[config.mk]
export PLATFORM = sky130hd
export DESIGN_NAME = bch_bm_iter_flat
export DESIGN_NICKNAME = d
export VERILOG_FILES = /design/src/rtl/bch_pkg.sv /design/src/rtl/bch_bm_iter_if.sv /design/src/rtl/bch_gf_mul.sv /design/src/rtl/bch_bm_iter.sv /design/src/flat_wrapper.sv
export SDC_FILE = /design/constraint.sdc
export NUM_CORES = 1
export LEC_CHECK = 0
export ABC_AREA = 1
export CAP_MARGIN = 20
export CORE_MARGIN = 2
export CORE_UTILIZATION = 50
export DETAILED_ROUTE_END_ITERATION = 8
export GPL_ROUTABILITY_DRIVEN = 0
export PLACE_DENSITY = 0.8
export SETUP_SLACK_MARGIN = 0.3
export SYNTH_ARGS = -nofsm -noshare
export SYNTH_HDL_FRONTEND = slang
export SYNTH_SLANG_ARGS = --single-unit
[constraint.sdc]
create_clock -name clk -period 8.5 [get_ports clk]
set_input_delay 1.7 -clock clk [delete_from_list [all_inputs] [get_ports clk]]
set_output_delay 1.7 -clock clk [all_outputs]
set_load 0.02 [all_outputs]
[src/rtl/bch_pkg.sv]
// Shared definitions for the iterative binary BCH Berlekamp-Massey solver.
package bch_pkg;

    localparam int M_DEF = 4;
    localparam int T_DEF = 2;
    localparam logic [M_DEF:0] PRIM_POLY_DEF = 5'b10011;

    typedef logic [M_DEF-1:0] gf_t;

    typedef enum logic [1:0] {
        ST_IDLE = 2'd0,
        ST_RUN  = 2'd1,
        ST_DONE = 2'd2
    } state_t;

    // Width able to hold the register length L for any outcome, including failures.
    function automatic int count_width(input int t);
        return $clog2(2 * t + 2);
    endfunction

    localparam int CNT_W = count_width(T_DEF);

endpackage

[src/rtl/bch_bm_iter_if.sv]
// Start/ready request and result bus of the BM solver.
// start is sampled only while ready=1; done is a one-cycle pulse and the
// lambda_o/err_cnt/fail results stay valid and stable until the next done.
interface bch_bm_iter_if
    import bch_pkg::*;
#(
    parameter int M = M_DEF,
    parameter int T = T_DEF
);
    logic                          start;
    logic [2*T*M-1:0]              syn_i;
    logic                          ready;
    logic                          done;
    logic [(T+1)*M-1:0]            lambda_o;
    logic [count_width(T)-1:0]     err_cnt;
    logic                          fail;

    modport master (
        output start, syn_i,
        input  ready, done, lambda_o, err_cnt, fail
    );

    modport slave (
        input  start, syn_i,
        output ready, done, lambda_o, err_cnt, fail
    );
endinterface

[src/rtl/bch_gf_mul.sv]
// Combinational GF(2^M) multiplier: shift-and-add reduced by PRIM_POLY.
module bch_gf_mul #(
    parameter int         M         = 4,
    parameter logic [M:0] PRIM_POLY = 5'b10011
) (
    input  logic [M-1:0] a,
    input  logic [M-1:0] b,
    output logic [M-1:0] p
);
    logic [M-1:0] acc;
    logic [M-1:0] sh;

    always_comb begin
        acc = '0;
        sh  = a;
        for (int i = 0; i < M; i++) begin
            if (b[i]) acc = acc ^ sh;
            sh = {sh[M-2:0], 1'b0} ^ (sh[M-1] ? PRIM_POLY[M-1:0] : '0);
        end
        p = acc;
    end
endmodule

[src/rtl/bch_bm_iter.sv]
// Inversionless Berlekamp-Massey for binary BCH: one iteration per clock,
// T iterations per decode, scaled error locator plus L and failure flag.
module bch_bm_iter
    import bch_pkg::*;
#(
    parameter int         M         = M_DEF,
    parameter int         T         = T_DEF,
    parameter logic [M:0] PRIM_POLY = PRIM_POLY_DEF
) (
    input  logic              clk,
    input  logic              rst,
    bch_bm_iter_if.slave      bus,
    output state_t            state_dbg
);
    localparam int CW = count_width(T);
    localparam int KW = CW + 1;

    state_t state, state_nxt;
    logic   load, step, finish;

    logic [2*T*M-1:0]       syn_q;
    logic [M-1:0]           lam_q [T+2];
    logic [M-1:0]           b_q   [T+2];
    logic [M-1:0]           gamma_q;
    logic signed [KW-1:0]   k_q;
    logic [CW-1:0]          l_q;
    logic [CW-1:0]          r_q;

    logic                   done_q;
    logic [(T+1)*M-1:0]     lambda_q;
    logic [CW-1:0]          err_q;
    logic                   fail_q;

    logic [M-1:0]           s_op   [T+1];
    logic [M-1:0]           prod_d [T+1];
    logic [M-1:0]           xb     [T+2];
    logic [M-1:0]           prod_g [T+2];
    logic [M-1:0]           prod_x [T+2];
    logic [M-1:0]           delta;
    logic                   upd;
    logic [CW-1:0]          l_upd;
    int                     idx;
    int                     deg;
    logic                   fail_c;

    always_ff @(posedge clk or negedge rst) begin
        if (!rst) state <= ST_IDLE;
        else      state <= state_nxt;
    end

    always_comb begin
        state_nxt = state;
        load      = 1'b0;
        step      = 1'b0;
        finish    = 1'b0;
        case (state)
            ST_IDLE: if (bus.start) begin
                state_nxt = ST_RUN;
                load      = 1'b1;
            end
            ST_RUN: begin
                step = 1'b1;
                if (r_q == CW'(T - 1)) state_nxt = ST_DONE;
            end
            ST_DONE: begin
                finish    = 1'b1;
                state_nxt = ST_IDLE;
            end
            default: state_nxt = ST_IDLE;
        endcase
    end

    // Syndrome operand for term i of the discrepancy: S(2r+1-i), zero below S1.
    always_comb begin
        idx = 0;
        for (int i = 0; i <= T; i++) begin
            idx = 2 * int'(r_q) + 1 - i;
            if (idx >= 1 && idx <= 2 * T) s_op[i] = syn_q[(idx-1)*M +: M];
            else                          s_op[i] = '0;
        end
    end

    for (genvar i = 0; i <= T; i++) begin : g_delta
        bch_gf_mul #(.M(M), .PRIM_POLY(PRIM_POLY)) u_mul (
            .a(lam_q[i]), .b(s_op[i]), .p(prod_d[i])
        );
    end

    always_comb begin
        delta = '0;
        for (int i = 0; i <= T; i++) delta = delta ^ prod_d[i];
        xb[0] = '0;
        for (int i = 1; i < T + 2; i++) xb[i] = b_q[i-1];
    end

    for (genvar i = 0; i < T + 2; i++) begin : g_lam
        bch_gf_mul #(.M(M), .PRIM_POLY(PRIM_POLY)) u_mul_g (
            .a(gamma_q), .b(lam_q[i]), .p(prod_g[i])
        );
        bch_gf_mul #(.M(M), .PRIM_POLY(PRIM_POLY)) u_mul_x (
            .a(delta), .b(xb[i]), .p(prod_x[i])
        );
    end

    // k tracks r-L, so the length change is taken exactly when L <= r.
    assign upd   = (delta != '0) && !k_q[KW-1];
    assign l_upd = CW'({r_q, 1'b0}) + CW'(1) - l_q;

    always_comb begin
        deg = 0;
        for (int i = 0; i < T + 2; i++) begin
            if (lam_q[i] != '0) deg = i;
        end
        fail_c = (int'(l_q) > T) || (lam_q[T+1] != '0) || (deg != int'(l_q));
    end

    always_ff @(posedge clk or negedge rst) begin
        if (!rst) begin
            syn_q    <= '0;
            gamma_q  <= '0;
            k_q      <= '0;
            l_q      <= '0;
            r_q      <= '0;
            done_q   <= 1'b0;
            lambda_q <= '0;
            err_q    <= '0;
            fail_q   <= 1'b0;
            for (int i = 0; i < T + 2; i++) begin
                lam_q[i] <= '0;
                b_q[i]   <= '0;
            end
        end else begin
            done_q <= finish;
            if (load) begin
                syn_q   <= bus.syn_i;
                gamma_q <= M'(1);
                k_q     <= '0;
                l_q     <= '0;
                r_q     <= '0;
                for (int i = 0; i < T + 2; i++) begin
                    lam_q[i] <= (i == 0) ? M'(1) : '0;
                    b_q[i]   <= (i == 0) ? M'(1) : '0;
                end
            end
            if (step) begin
                r_q <= r_q + CW'(1);
                for (int i = 0; i < T + 2; i++) lam_q[i] <= prod_g[i] ^ prod_x[i];
                if (upd) begin
                    gamma_q <= delta;
                    k_q     <= -k_q;
                    l_q     <= l_upd;
                    for (int i = 0; i < T + 2; i++) b_q[i] <= (i == 0) ? '0 : lam_q[i-1];
                end else begin
                    k_q <= k_q + KW'(1);
                    for (int i = 0; i < T + 2; i++) b_q[i] <= (i < 2) ? '0 : b_q[i-2];
                end
            end
            if (finish) begin
                for (int i = 0; i <= T; i++) lambda_q[i*M +: M] <= lam_q[i];
                err_q  <= l_q;
                fail_q <= fail_c;
            end
        end
    end

    assign bus.ready    = (state == ST_IDLE);
    assign bus.done     = done_q;
    assign bus.lambda_o = lambda_q;
    assign bus.err_cnt  = err_q;
    assign bus.fail     = fail_q;
    assign state_dbg    = state;
endmodule

[src/flat_wrapper.sv]
// flat-port wrapper written by rule: the top's interface ports become plain ports
module bch_bm_iter_flat import bch_pkg::*;
#(
    parameter int         M         = M_DEF,
    parameter int         T         = T_DEF,
    parameter logic [M:0] PRIM_POLY = PRIM_POLY_DEF
)
  (clk, rst, state_dbg, bus_start, bus_syn_i, bus_ready, bus_done, bus_lambda_o, bus_err_cnt, bus_fail);
  bch_bm_iter_if #(.M(M), .T(T)) bus_i ();
  input  logic clk;
  input  logic rst;
  output state_t state_dbg;
  input wire logic [$bits(bus_i.start)-1:0] bus_start;
  input wire logic [$bits(bus_i.syn_i)-1:0] bus_syn_i;
  output wire logic [$bits(bus_i.ready)-1:0] bus_ready;
  output wire logic [$bits(bus_i.done)-1:0] bus_done;
  output wire logic [$bits(bus_i.lambda_o)-1:0] bus_lambda_o;
  output wire logic [$bits(bus_i.err_cnt)-1:0] bus_err_cnt;
  output wire logic [$bits(bus_i.fail)-1:0] bus_fail;
  assign bus_i.start = bus_start;
  assign bus_i.syn_i = bus_syn_i;
  assign bus_ready = bus_i.ready;
  assign bus_done = bus_i.done;
  assign bus_lambda_o = bus_i.lambda_o;
  assign bus_err_cnt = bus_i.err_cnt;
  assign bus_fail = bus_i.fail;
  bch_bm_iter #(.M(M), .T(T), .PRIM_POLY(PRIM_POLY)) u_core (.clk(clk), .rst(rst), .bus(bus_i), .state_dbg(state_dbg));
endmodule
After elaboration in Yosys (flattened, before gate mapping)
Cells that the tools add are included.
{"block": "classes", "order_cmp": 7, "bitwise": 50, "addsub": 10, "shift": 3, "reduce_logical": 14, "n_eq_ne": 6, "muxes": 83}
{"op": "2-to-1 mux 4 bit", "n": 49}
{"op": "XOR 4 bit", "n": 35}
{"op": "2-to-1 mux 32 bit", "n": 2}
{"op": "variable part select 16 x 32 -> 4 bit", "n": 2}
{"op": "XOR 4 x 2 -> 4 bit", "n": 15}
{"op": "2-to-1 mux 16 bit", "n": 3}
{"op": "2-to-1 mux 2 bit", "n": 17}
{"op": ">= comparator 32 x 2 -> 1 bit (second input constant)", "n": 1}
{"op": "<= comparator 32 x 4 -> 1 bit (second input constant)", "n": 1}
{"op": "!= test 32 x 4 -> 1 bit", "n": 1}
{"op": "subtractor 30 x 2 -> 30 bit (second input constant)", "n": 1}
{"op": "nonzero test 4 bit", "n": 4}
{"op": "variable part select 16 x 8 -> 4 bit", "n": 1}
{"op": "2-to-1 mux 3 bit", "n": 5}
{"op": "2-to-1 mux 12 bit", "n": 1}
{"op": "subtractor 6 x 2 -> 7 bit (second input constant)", "n": 1}
{"op": "adder 3 x 1 -> 3 bit (second input constant)", "n": 2}
{"op": ">= comparator 6 x 2 -> 1 bit (second input constant)", "n": 1}
{"op": "<= comparator 6 x 4 -> 1 bit (second input constant)", "n": 1}
{"op": "subtractor 5 x 1 -> 6 bit (second input constant)", "n": 1}
{"op": "subtractor 5 x 2 -> 6 bit (second input constant)", "n": 1}
{"op": "adder 4 x 1 -> 5 bit (second input constant)", "n": 1}
{"op": ">= comparator 5 x 1 -> 1 bit (second input constant)", "n": 1}
{"op": "<= comparator 5 x 3 -> 1 bit (second input constant)", "n": 1}
{"op": "other kinds (17)", "n": 25}
{"block": "totals", "output_inout_bits": 20, "wordCells": 190, "reg_bits": 77, "in_bits": 19}

Logic depth before layout (Yosys ltp)
{"block": "depth", "depth_word": 24, "mapped_depth": 28, "ltp_nobuf": 27}

Cells and area by module
Synthesis repeated with hierarchy kept, for this count alone.
{"block": "unflattened", "cells_unflattened": 1220, "area_unflattened_um2": 7318.3}
{"mod": "bch_bm_iter", "area_per_inst_um2": 3716.1, "cells_each": 417, "instances": 1, "seq_area_each_um2": 1851.8}
{"mod": "bch_gf_mul (u_core.g_delta[1].u_mul ...)", "area_per_inst_um2": 325.3, "cells_each": 73, "instances": 10, "seq_area_each_um2": 0.0}
{"mod": "bch_gf_mul (u_core.g_delta[0].u_mul)", "area_per_inst_um2": 349.1, "cells_each": 73, "instances": 1, "seq_area_each_um2": 0.0}

Worst setup path before layout
No wires, ideal clock.
{"block": "synth_timing", "path_type": "register to register", "from": "register u_core.r_q[0]", "to": "register u_core.lam_q[2] (netlist bit)", "path_slack_ns": 5.769, "arrival_ns": 2.613, "setup_ns": 0.118, "path_buffers": 1, "required_ns": 8.382, "path_stages_with_launch": 29, "cell_sequence": "dfrtp_1 -> inv_2 -> ha_1 -> inv_1 -> nand2_1 -> nand3_4 -> nor2_4 -> buf_6 -> nand3_1 -> clkinv_1 -> nand2_1 -> nand2_1 -> inv_1 -> nand2_1 -> nand2_1 -> inv_1 -> nand2_1 -> nand2_2 -> inv_2 -> nand2_1 -> nand2_2 -> nor2_1 -> nand2_1 -> nand2_1 -> nand2_1 -> nand2_1 -> nand2_1 -> nand3_1 -> nand2_1"}
{"block": "synth_via", "elab_chain_cells": 23, "word_cells_on_any_way": 57, "classes_between": "add/sub (5); order compare (6); shift (3); mux (22); bitwise (18); reduce/logical (3)"}
{"item": "start: declaration", "line_no": "bch_bm_iter.sv:27", "rtl": "logic [CW-1:0] r_q;"}
{"item": "start signal: assignment", "line_no": "bch_bm_iter.sv:146", "rtl": "r_q <= r_q + CW'(1);"}
{"item": "adder 4 x 1 -> 5 bit *", "line_no": "bch_bm_iter.sv:77", "rtl": "idx = 2 * int'(r_q) + 1 - i;"}
{"item": "branches (longest 12 deep; another with subtractor 30 x 2 -> 30 bit)"}
{"item": "XOR 4 bit *", "line_no": "bch_bm_iter.sv:91", "rtl": "for (int i = 0; i <= T; i++) delta = delta ^ prod_d[i];"}
{"item": "2-to-1 mux 4 bit (tied with other cells)", "line_no": "bch_gf_mul.sv:17", "rtl": "if (b[i]) acc = acc ^ sh;"}
{"item": "XOR 4 bit or XOR 4 x 2 -> 4 bit (tied branches)"}
{"item": "2-to-1 mux 4 bit or XOR 4 x 2 -> 4 bit (tied branches)"}
{"item": "XOR 4 bit", "line_no": "bch_gf_mul.sv:17"}
{"item": "2-to-1 mux 4 bit", "line_no": "bch_gf_mul.sv:17"}
{"item": "XOR 4 bit", "line_no": "bch_gf_mul.sv:17"}
{"item": "2-to-1 mux 4 bit *", "line_no": "bch_gf_mul.sv:17"}
{"item": "XOR 4 bit *", "line_no": "bch_bm_iter.sv:147", "rtl": "for (int i = 0; i < T + 2; i++) lam_q[i] <= prod_g[i] ^ prod_x[i];"}
{"item": "2-to-1 mux 16 bit *", "line_no": "bch_bm_iter.sv:145", "rtl": "if (step) begin"}
{"item": "end signal: indexed assignment", "line_no": "bch_bm_iter.sv:141", "rtl": "lam_q[i] <= (i == 0) ? M'(1) : '0;"}
{"item": "end: declaration", "line_no": "bch_bm_iter.sv:22", "rtl": "logic [M-1:0] lam_q [T+2];"}
Every way passes the cells marked *.
A chain may end at the register's enable or synchronous reset.

Final worst setup path
{"block": "layout_timing", "from": "register u_core.r_q[0]", "to": "register u_core.gamma_q[0]"}
{"block": "layout_via", "elab_chain_cells": 18, "word_cells_on_any_way": 47, "classes_between": "add/sub (5); order compare (6); shift (3); mux (17); bitwise (11); reduce/logical (5)"}
{"item": "adder 4 x 1 -> 5 bit *", "line_no": "bch_bm_iter.sv:77"}
{"item": "branches (longest 12 deep; another with subtractor 30 x 2 -> 30 bit)"}
{"item": "XOR 4 bit *", "line_no": "bch_bm_iter.sv:91"}
{"item": "nonzero test 4 bit", "line_no": "bch_bm_iter.sv:106", "rtl": "assign upd = (delta != '0) && !k_q[KW-1];"}
{"item": "logical AND 1 bit", "line_no": "bch_bm_iter.sv:106"}
{"item": "2-to-1 mux 4 bit *", "line_no": "bch_bm_iter.sv:148", "rtl": "if (upd) begin"}
{"item": "2-to-1 mux 4 bit *", "line_no": "bch_bm_iter.sv:145"}
{"item": "end signal: assignment", "line_no": "bch_bm_iter.sv:149", "rtl": "gamma_q <= delta;"}
{"item": "end: declaration", "line_no": "bch_bm_iter.sv:24", "rtl": "logic [M-1:0] gamma_q;"}
Marked as above.

==> results.cfg <==
[finish]
area_delta_synth_final_pct = 11.9
n_antenna_cell = 0
fin_nets = 1015
final_area_um2 = 6880
drive_gt1_share_pct = 6.66

[clock_tree]
htree_levels = 3
clk_pin_slew_worst_paths_ps = 60
cts_setup_buffers = 0
cts_buffers = 9
clkLatencyLatePin_ps = 340
cts_resized = 0
cts.sinks = 74
cts_root_buf = clkbuf_16
tritoncts = done
hold_buffers = 0
clockBufferDepth = 2

[setup_path]
crit_fanout = 22
worstPathRequired_ps = 8730
critPathLaunchType = flop
crit_path_end_kind = flop
worstPathArrival_ps = 4270
crit_type = flop to flop

[timing]
finClkSkew_ps = 8.45
period_minus_slack_ps = 4040
finalCritPeriodShare_pct = 47.5
slew_viol_final = 0
fmax_ghz = 0.247
slew_headroom_pct = 38.7
whs_ps = 483
finalHoldViolCount = 0
rsz0062_at_grt = false
fin_setup_tns_ps = 0
final-setup-viol-count = 0
tightest_slew_ps = 919

[route]
drc = 0
drt-wirelength-per-cell_um = 14.2
wirelength_um = 16200
firstDrtPassIters = 5
drtAntennaViolNets = 0
vias = 6061
vias_per_cell = 5.33
drt_iter0_drc = 514

[hold_path]
hold_path_class = flop to flop

[job]
maxCapViolCount = 0

[global_routing]
antenna_found_initial = 0
grt_pass1_wl_um = 27200
grt_max_degree = 75
grt_overflow = 0
grt_pass1_vias = 5632
track_usage_pct = 26.2

[synth]
synth_seq_area_share_pct = 30.1
netlist_area_um2 = 6150
synth-compound-area-share_pct = 7.20
synth_top_family_by_area = simple AND/OR/NAND/NOR gates
synthAdderAreaFrac_pct = 2.03
synth_xor_area_share_pct = 9.96
synth_cell_types = 37
synth.area.mux_share_pct = 1.10
synth_area_per_cell_um2 = 6.35
ys_warn_count = 0
ys_seq_elements = 74
synthCells = 969
yosys.area_share.simple_pct = 39.9
syn_nets = 998

[outcome]
status = complete, no violations

[placement]
port_buffers = 38
place_area_um2 = 6560
place_hpwl_um = 11900

[die]
dieArea_um2 = 13200
rows = 40
die_width_um = 115
start_util_pct = 51.2
die_y_um = 115
core_area_um2 = 12000
ios = 39
## layer usage
| metal | global-route usage [%] | routed length [µm] | share of wire [%] | up-vias |
|---|---|---|---|---|
| li1 | - | - | - | 3075 |
| met1 | 34.5 | 7300 | 45 | 2690 |
| met2 | 41.4 | 7140 | 44 | 247 |
| met3 | 5.80 | 1230 | 7.6 | 49 |
| met4 | 11.8 | 535 | 3.3 | 0 |
| met5 | 0 | 0 | 0 | - |
## through the flow
step | setup WS (ps) | std cells | util, %
2_1_floorplan | 5770 | 969 | -
4_1_cts | 4510 | 1138 | 57.3
5_1_grt | 3970 | 1138 | 57.3
3_5_place_dp | 4530 | 1122 | 54.6
3_3_place_gp | 4590 | 1122 | 54.6
6_report | 4460 | 1138 | 57.3
## critical path, stage by stage (launching register included)
cell and delay [ps]:
dfrtp_1 770, inv_2 270, ha_1 440, nand3_4 230, nor2_4 350, nand2_1 180
clkinv_1 90, nand3_1 90, nand2_1 80, nand2_1 50, nand2_1 110, nand3_1 150
nand2_2 240, nand2_2 130, o21ai_4 210, inv_2 80, nand2_4 190, nand3_1 100
o21ai_1 100, inv_2 40
## cells by family (layout without fill, tap and decap cells)
family	count (synthesis)	in the layout
buf+inv	146	168
mux	6	6
flops	74	74
simple gates	583	583
compound gates	80	80
fa+ha+maj	10	10
xor+xnor	70	70
## placed cells by master, fill, tap and decap left out, types with 9 or more instances in the layout
| cell type | n |
|---|---|
| a21oi_1 | 12 |
| clkbuf_16 | 9 |
| clkdlybuf4s50_1 | 37 |
| clkinv_1 | 11 |
| dfrtp_1 | 74 |
| ha_1 | 10 |
| inv_1 | 88 |
| inv_2 | 13 |
| nand2_1 | 348 |
| nand2_2 | 11 |
| nand3_1 | 100 |
| nor2_1 | 85 |
| nor3_1 | 14 |
| o21ai_0 | 37 |
| o21ai_1 | 12 |
| o22ai_1 | 14 |
| xnor2_1 | 47 |
| xor2_1 | 23 |
## synth_stat cells, drive strengths merged
cell type | instances | share of area [%]
a21oi | 12 | 0.98
nor3 | 17 | 1.6
nand4 | 7 | 0.71
or2 | 1 | 0.10
nand2b | 2 | 0.20
clkbuf | 22 | 1.3
o221ai | 1 | 0.14
inv | 101 | 6.2
mux2 | 6 | 1.1
dfrtp | 74 | 30
nor3b | 1 | 0.12
clkinv | 11 | 0.67
a41oi | 1 | 0.14
o211ai | 1 | 0.12
o21ai | 51 | 4.4
buf | 12 | 1.5
xor2 | 23 | 3.3
ha | 10 | 2.0
nor2 | 93 | 6.1
nand3 | 102 | 8.6
nand2 | 360 | 23
o22ai | 14 | 1.4
xnor2 | 47 | 6.7
## area by class of cell
class	instances	area, µm²
Fill cell	1125	5130
Multi-Input combinational cell	749	3710
Sequential cell	74	1850
Inverter	112	420
Timing Repair Buffer	40	393
Clock buffer	10	239
Tap cell	147	184
Clock inverter	6	88.8
## sequential cells by signal, indices dropped and copies added, names as in the netlist, 2 cells and up
register / cells
u_core.b_q: 9
u_core.lam_q: 16
u_core.r_q: 3
u_core.l_q: 3
u_core.bus.lambda_o: 12
u_core.k_q: 4
u_core.gamma_q: 4
u_core.state_dbg: 2
u_core.bus.err_cnt: 3
u_core.syn_q: 16
## path summary, 6_finish.rpt
| path | startpoint | slack, ps | to | cells after the start |
|---|---|---|---|---|
| max in group asynchronous | rst | 6400 | u_core.gamma_q[3] | 1 |
| worst min register to register | u_core.bus.lambda_o[10] | 480 | u_core.bus.lambda_o[10] | 2 |
| min in group asynchronous | rst | 1500 | u_core.syn_q[14] | 1 |
| worst min-delay path | u_core.bus.lambda_o[10] | 480 | u_core.bus.lambda_o[10] | 2 |
| worst max register to register | u_core.r_q[0] | 4460 | u_core.gamma_q[0] | 19 |
| worst max-delay path | u_core.r_q[0] | 4460 | u_core.gamma_q[0] | 19 |
Power is left out: the tool's default activity adds up to more than one toggle a clock period on the data nets, which glitch-free logic cannot reach.
